## config.mk

```make
export PLATFORM = sky130hd
export DESIGN_NAME = tmds_channel_rx
export DESIGN_NICKNAME = d
export VERILOG_FILES = /design/src/rtl/tmds_pkg.sv /design/src/rtl/tmds_word_decoder.sv /design/src/rtl/tmds_channel_rx.sv
export SDC_FILE = /design/constraint.sdc
export NUM_CORES = 1
export LEC_CHECK = 0
export BUFFER_PORTS_ARGS = -buffer_cell sky130_fd_sc_hd__clkbuf_2
export CORE_ASPECT_RATIO = 2
export CORE_MARGIN = 1.5
export CORE_UTILIZATION = 45
export DETAILED_ROUTE_END_ITERATION = 8
export PLACE_DENSITY = 0.64
export SLEW_MARGIN = 10
export SYNTH_ARGS = -nofsm -noshare
export SYNTH_HDL_FRONTEND = slang
export SYNTH_SLANG_ARGS = --single-unit
```

## constraint.sdc

```tcl
create_clock -name I_pix_clk -period 5.5 [get_ports I_pix_clk]
set_clock_uncertainty 0.15 [all_clocks]
set_input_delay 1.375 -clock I_pix_clk [delete_from_list [all_inputs] [get_ports I_pix_clk]]
set_output_delay 1.375 -clock I_pix_clk [all_outputs]
set_load 0.02 [all_outputs]
```

## src/rtl/tmds_pkg.sv

```systemverilog
// Shared TMDS definitions: control tokens, alignment FSM states and default
// receive parameters.
package tmds_pkg;

  localparam logic [9:0] CTRL_TOKEN_00 = 10'h354;
  localparam logic [9:0] CTRL_TOKEN_01 = 10'h0AB;
  localparam logic [9:0] CTRL_TOKEN_10 = 10'h154;
  localparam logic [9:0] CTRL_TOKEN_11 = 10'h2AB;

  localparam int unsigned DEF_LOCK_RUN       = 8;
  localparam int unsigned DEF_SEARCH_TIMEOUT = 2048;
  localparam int unsigned DEF_BITSLIP_WAIT   = 4;

  typedef enum logic [1:0] {
    ST_SEARCH = 2'd0,
    ST_SLIP   = 2'd1,
    ST_WAIT   = 2'd2,
    ST_LOCKED = 2'd3
  } align_state_t;

endpackage

```

## src/rtl/tmds_word_decoder.sv

```systemverilog
// Combinational TMDS 10b word decode into data-enable, control pair and
// pixel byte.
module tmds_word_decoder
  import tmds_pkg::*;
(
  input  logic [9:0] tmds_word,
  output logic       de,
  output logic [1:0] ctrl,
  output logic [7:0] data
);

  logic [7:0] d;

  always_comb begin
    de   = 1'b0;
    ctrl = '0;
    data = '0;
    d    = tmds_word[9] ? ~tmds_word[7:0] : tmds_word[7:0];
    case (tmds_word)
      CTRL_TOKEN_00: ctrl = 2'b00;
      CTRL_TOKEN_01: ctrl = 2'b01;
      CTRL_TOKEN_10: ctrl = 2'b10;
      CTRL_TOKEN_11: ctrl = 2'b11;
      default: begin
        de        = 1'b1;
        data[0]   = d[0];
        // bit 8 selects XOR vs XNOR chaining used by the transmitter
        data[7:1] = tmds_word[8] ? (d[7:1] ^ d[6:0]) : ~(d[7:1] ^ d[6:0]);
      end
    endcase
  end

endmodule

```

## src/rtl/tmds_channel_rx.sv

```systemverilog
// One TMDS data channel receiver: word alignment by control-token hunting with
// bitslip, then two-stage decode to video data or control values.
module tmds_channel_rx
  import tmds_pkg::*;
#(
  parameter int unsigned LOCK_RUN       = DEF_LOCK_RUN,
  parameter int unsigned SEARCH_TIMEOUT = DEF_SEARCH_TIMEOUT,
  parameter int unsigned BITSLIP_WAIT   = DEF_BITSLIP_WAIT
) (
  input  logic       I_pix_clk,
  input  logic       I_rst_n,
  input  logic [9:0] I_tmds_word,
  output logic       O_bitslip,
  output logic       O_locked,
  output logic [3:0] O_slip_count,
  output logic       O_de,
  output logic [1:0] O_ctrl,
  output logic [7:0] O_data
);

  localparam int unsigned TO_W   = ($clog2(SEARCH_TIMEOUT) > 12) ? $clog2(SEARCH_TIMEOUT) : 12;
  localparam int unsigned WAIT_W = (BITSLIP_WAIT > 1) ? $clog2(BITSLIP_WAIT) : 1;

  localparam logic [TO_W-1:0]   TO_LAST   = TO_W'(SEARCH_TIMEOUT - 1);
  localparam logic [WAIT_W-1:0] WAIT_LAST = WAIT_W'(BITSLIP_WAIT - 1);
  localparam logic [7:0]        RUN_FULL  = 8'(LOCK_RUN);

  align_state_t      state;
  logic [9:0]        w1;
  logic [7:0]        run_cnt;
  logic [TO_W-1:0]   to_cnt;
  logic [WAIT_W-1:0] wait_cnt;

  logic       dec_de;
  logic [1:0] dec_ctrl;
  logic [7:0] dec_data;
  logic       token;

  tmds_word_decoder u_dec (
    .tmds_word (w1),
    .de        (dec_de),
    .ctrl      (dec_ctrl),
    .data      (dec_data)
  );

  assign token     = ~dec_de;
  assign O_bitslip = (state == ST_SLIP);
  assign O_locked  = (state == ST_LOCKED);

  always_ff @(posedge I_pix_clk) begin
    if (!I_rst_n) begin
      state        <= ST_SEARCH;
      w1           <= '0;
      run_cnt      <= '0;
      to_cnt       <= '0;
      wait_cnt     <= '0;
      O_slip_count <= '0;
      O_de         <= 1'b0;
      O_ctrl       <= '0;
      O_data       <= '0;
    end else begin
      w1 <= I_tmds_word;

      if (!O_locked) begin
        O_de   <= 1'b0;
        O_ctrl <= '0;
        O_data <= '0;
      end else begin
        O_de   <= dec_de;
        O_data <= dec_data;
        if (!dec_de) O_ctrl <= dec_ctrl;
      end

      if (state == ST_WAIT || !token) run_cnt <= '0;
      else if (run_cnt != RUN_FULL)   run_cnt <= run_cnt + 8'd1;

      case (state)
        ST_SEARCH: begin
          // a completed token run takes priority over an expiring search
          if (run_cnt == RUN_FULL) begin
            state  <= ST_LOCKED;
            to_cnt <= '0;
          end else if (to_cnt == TO_LAST) begin
            state  <= ST_SLIP;
            to_cnt <= '0;
          end else begin
            to_cnt <= to_cnt + 1'b1;
          end
        end
        ST_SLIP: begin
          O_slip_count <= (O_slip_count == 4'd9) ? 4'd0 : O_slip_count + 4'd1;
          wait_cnt     <= '0;
          to_cnt       <= '0;
          state        <= ST_WAIT;
        end
        ST_WAIT: begin
          to_cnt <= '0;
          if (wait_cnt == WAIT_LAST) state    <= ST_SEARCH;
          else                       wait_cnt <= wait_cnt + 1'b1;
        end
        ST_LOCKED: begin
          if (run_cnt == RUN_FULL) begin
            to_cnt <= '0;
          end else if (to_cnt == TO_LAST) begin
            state   <= ST_SEARCH;
            to_cnt  <= '0;
            run_cnt <= '0;
          end else begin
            to_cnt <= to_cnt + 1'b1;
          end
        end
      endcase
    end
  end

endmodule

```

==> results.toml, run 1 <==
[floorplanning]
initial_core_util_pct = 46.3
pin_count = 29
die_h_um = 100
row_count = 35
die_width_um = 51.7
design.core.area_um2 = 4600
die_area_um2 = 5180

[placement]
post-place-ws_ns = 2.69
io_buffers = 28
hpwl_um = 2900
gp_congestion = 0.763

[route]
avgViaCountPerCell = 5.02
dr.pass1.iters = 4
drt_wl_total_um = 3790
vias = 1585
ant_nets = 0
wl_per_cell_um = 12.0
drt_iter0_drc = 25
drc = 0

[cts]
htreeDepth = 2
clk_latency_ns = 0.30
cts_buffer_depth = 2
cts_tree = "built"
clock_sinks = 49
cts_resized = 0
cts_root_buffer = "clkbuf_8"
clkSlewWorstSetupHoldPaths_ns = 0.09
cts_inserted_buffers = 5
post-cts-setup-buffer-count = 0
ctsHoldBuffers = 0

[worst_setup_path]
crit_fanout = 6
critPathKind = "flop to primary output"
cp-start-kind = "flop"
end_kind = "primary output"
required_ns = 3.97
crit_arrival_ns = 1.29

[pwr]
max-vdd-ir-drop_v = 0.000223
power.density_nw_per_um2 = 268
p_leak_nw = 0.955

[global_routing]
grt.overflow.total = 0
grtUsageTotal_pct = 17.0
grt_max_degree = 24
grt_pass1_vias = 1614
grt_first_pass_wirelength_um = 6720
antenna_found_initial = 0

[job]
drv_cap = 0

[synthesis]
syn_nets = 251
synth_seq_area_share_pct = 46.0
ys_warn_count = 0
synth_cell_types = 37
syn_area_um2 = 2130
synth-edff-count = 0
ys_async_sr_fraction_pct = 0
avgSynthCellArea_um2 = 9.26
ys_ff_latch = 49
syn-instance-count = 230
synth_top_flop_cell = "dfxtp_1"

[finish]
layout_commonest_cell = "dfxtp_1"
area_growth_pct = 14.1
layout.nets = 281
fillers = 476
drive_above_1_share_pct = 15.3
layout_common_cells = "dfxtp_1 (49), nor2_1 (30), clkbuf_2 (28)"
diodes = 0

[sta]
slew_viol_final = 0
final_hold_viol_count = 0
rsz0062_at_grt = "no"
min_period_ns = 2.81
fin_crit_sh_pct = 51.2
finalWorstSetupSlack_ns = 2.69
setup_violations = 0
tightest_slew_ns = 0.647
worst_slew_margin_rel_pct = 56.4
setup_tns_ns = 0
max_freq_mhz = 355

[status]
outcome = "complete, no violations"

[hold_path]
hold_path.class = "flop to flop"
==> stage by stage <==
step	instance area, µm²	std cells	total power (W)	util, %	hold slack, ns
finish	2430	316	0.000652	52.9	0.315
global route	2430	316	0.000681	52.9	0.338
CTS	2430	316	0.000661	52.9	0.321
detailed placement	2320	308	0.000404	50.4	0.300
global placement	2320	308	0.000403	50.4	0.284
floorplan	2130	230	0.000396	-	0.276
==> synth_stat cells (4+ instances only) <==
| library cell | count | share of area, % |
|---|---|---|
| a21oi_1 | 6 | 1.4 |
| and2_1 | 12 | 3.5 |
| dfxtp_1 | 49 | 46 |
| ha_1 | 9 | 5.3 |
| inv_1 | 11 | 1.9 |
| mux2i_1 | 5 | 2.3 |
| nand2_1 | 12 | 2.1 |
| nand3_1 | 11 | 2.6 |
| nor2_1 | 30 | 5.3 |
| nor2b_1 | 10 | 2.9 |
| nor3_1 | 5 | 1.2 |
| o21ai_0 | 4 | 0.94 |
| xnor2_1 | 22 | 9.0 |
| xor2_1 | 7 | 2.9 |
==> sequential cells by signal, summed over array words and instances, names as in the netlist <==
register	flops
O_ctrl	2
O_data	8
O_de	1
O_slip_count	4
run_cnt	8
state	2
to_cnt	12
w1	10
wait_cnt	2
==> cell families (layout without fill, tap and decap cells) <==
logic type | Yosys count | count (layout) | share of synthesized area [%]
buf+inv | 17 | 48 | 3.11
compound gates | 19 | 19 | 5.93
xor+xnor | 29 | 29 | 11.9
fa+ha+maj | 9 | 9 | 5.28
mux | 5 | 5 | 2.35
simple gates | 102 | 102 | 25.4
flops | 49 | 49 | 46.0
==> critical path: stages (launching register included) <==
cell,delay (ns)
dfxtp_1,0.35
inv_1,0.11
ha_1,0.31
clkbuf_2,0.22
==> per-layer routing <==
metal / part of all wire (%) / vias up / global-route usage, %
met4: 2.2 / 0 / 8.70
li1: - / 823 / -
met2: 58 / 20 / 33.3
met1: 37 / 736 / 15.3
met5: 0 / - / 0
met3: 2.5 / 6 / 3.27
==> power breakdown <==
part	internal (W)	total, W	switching, W
Sequential	0.000360	0.000367	0.00000657
Clock	0.000136	0.000257	0.000121
Combinational	0.0000158	0.0000283	0.0000124
==> final timing paths <==
check        cells past startpoint        from  slack (ns)        end
min reg2reg                      1   to_cnt[0]        0.32  to_cnt[0]
max reg2reg                      6  run_cnt[0]        3.38  to_cnt[7]
max                              3    state[1]        2.69  O_bitslip
min                              1   to_cnt[0]        0.32  to_cnt[0]
==> area by class of cell <==
cell class / instances / area [µm²] / area share, %
Timing Repair Buffer: 28 / 140 / 5.76
Clock buffer: 5 / 68.8 / 2.83
Sequential cell: 49 / 981 / 40.4
Multi-Input combinational cell: 164 / 1080 / 44.6
Clock inverter: 3 / 43.8 / 1.80
Tap cell: 55 / 68.8 / 2.83
Inverter: 12 / 45.0 / 1.85
Note: power is estimated with default switching activity, not from simulation.
==> run 2, diff against run 1 <==
==> constraint.sdc (replaced) <==
create_clock -name I_pix_clk -period 2.6 [get_ports I_pix_clk]
set_clock_uncertainty 0.15 [all_clocks]
set_input_delay 0.65 -clock I_pix_clk [delete_from_list [all_inputs] [get_ports I_pix_clk]]
set_output_delay 0.65 -clock I_pix_clk [all_outputs]
set_load 0.02 [all_outputs]
==> results.toml, run 2 (synthesis results as in run 1) <==
[worst_setup_path]
crit_slowest_cell = "or4b_1"
cpPeakStageDelay_ns = 0.70
end_kind = "flop"
required_ns = 2.68
crit_arrival_ns = 2.16
crit_fanout = 12
crit_chain = "inv_1, ha_1, nand3b_1, nor2_1, or4b_1, a21oi_1"
cp-start-kind = "flop"
critPathKind = "flop to flop"

[global_routing]
grt.overflow.total = 0
grt_pass1_vias = 1505
grtUsageTotal_pct = 16.9
antenna_found_initial = 0
grt_first_pass_wirelength_um = 6550
grt_max_degree = 24

[hold_path]
hold_path.class = "flop to flop"

[finish]
drive_above_1_share_pct = 15.3
regMostFlops = "to_cnt"
layout_common_cells = "dfxtp_1 (49), nor2_1 (30), clkbuf_2 (28)"
fillers = 461
fin_area_um2 = 2450
layout_commonest_cell = "dfxtp_1"
reg.largest.list = "to_cnt (12), w1 (10)"
layout.nets = 281
fin_util_pct = 53.3
diodes = 0
area_growth_pct = 15.1
largest_reg_flops = 12

[sta]
final_hold_viol_count = 0
min_period_ns = 2.08
setup_tns_ns = 0
fin_hold_ws_ns = 0.308
worst_slew_margin_rel_pct = 59.4
tightest_slew_ns = 0.604
slew_viol_final = 0
setup_violations = 0
finalWorstSetupSlack_ns = 0.517
max_freq_mhz = 480
rsz0062_at_grt = "no"
fin_crit_sh_pct = 80.1

[cts]
clk_latency_ns = 0.30
clkSlewWorstSetupHoldPaths_ns = 0.09
htreeDepth = 2
cts_root_buffer = "clkbuf_8"
cts_inserted_buffers = 5
cts_resized = 0
post-cts-setup-buffer-count = 0
ctsHoldBuffers = 0
cts_buffer_depth = 2
cts_tree = "built"
clock_sinks = 49

[route]
dr.pass1.iters = 4
drc = 0
avgViaCountPerCell = 5.06
vias = 1598
wl_per_cell_um = 11.9
drt_wl_total_um = 3770
drt_iter0_drc = 19
ant_nets = 0

[pwr]
p_leak_nw = 0.964
power.density_nw_per_um2 = 598
max-vdd-ir-drop_v = 0.000439

[floorplanning]
row_count = 35
die_width_um = 51.7
pin_count = 29
die_area_um2 = 5180
initial_core_util_pct = 46.3
die_h_um = 100
design.core.area_um2 = 4600

[placement]
io_buffers = 28
post-place-ws_ns = 0.498
hpwl_um = 2850
dpl_cell_area_um2 = 2320
gp_congestion = 0.762

[job]
drv_cap = 0

[status]
outcome = "complete, no violations"
## run 2: cell types whose count changed in the layout (fill, tap and decap cells not counted)
cell / previous run / this run
bufinv_16: 1 / 2
inv_6: 1 / 0
## run 2: final cells by class
class	count	area, µm²	area share, %
clock inverter	3	65.1	2.65
timing repair buffer	28	140	5.71
multi-input combinational	164	1080	44.2
tap	55	68.8	2.81
clock buffer	5	68.8	2.81
inverter	12	45.0	1.84
sequential	49	981	40.0
## run 2: through the flow
step / power (W) / std cells
after global routing: 0.00153 / 316
after global placement: 0.000853 / 308
after CTS: 0.00149 / 316
after detailed placement: 0.000855 / 308
final: 0.00147 / 316
after floorplan: 0.000838 / 230
## run 2: worst max-delay path, delay by kind of cell, from the launching register on
family / cells / cell delay [ns]
buf+inv: 1 / 0.07
simple gates: 3 / 1.00
compound gates: 1 / 0.20
fa+ha+maj: 1 / 0.19
flops: 1 / 0.41
## run 2: worst paths after layout
| kind | to | from | slack, ns | depth (start not counted) |
|---|---|---|---|---|
| worst max-delay path | to_cnt[7] | run_cnt[0] | 0.52 | 6 |
| worst min-delay path | O_ctrl[0] | O_ctrl[0] | 0.31 | 2 |
| worst max register to register | to_cnt[7] | run_cnt[0] | 0.52 | 6 |
| worst min register to register | O_ctrl[0] | O_ctrl[0] | 0.31 | 2 |
## run 2: layer usage
metal,routed length (µm),vias up,global-route usage [%]
met2,2090,23,30.9
met1,1470,746,16.6
met3,109,7,3.42
met4,101,0,10.1
li1,-,822,-
met5,0,-,0
## run 2: power breakdown
part | internal (W) | switching, W | total, W
combinational | 0.0000337 | 0.0000260 | 0.0000597
clock | 0.000382 | 0.000249 | 0.000631
sequential | 0.000762 | 0.0000143 | 0.000776
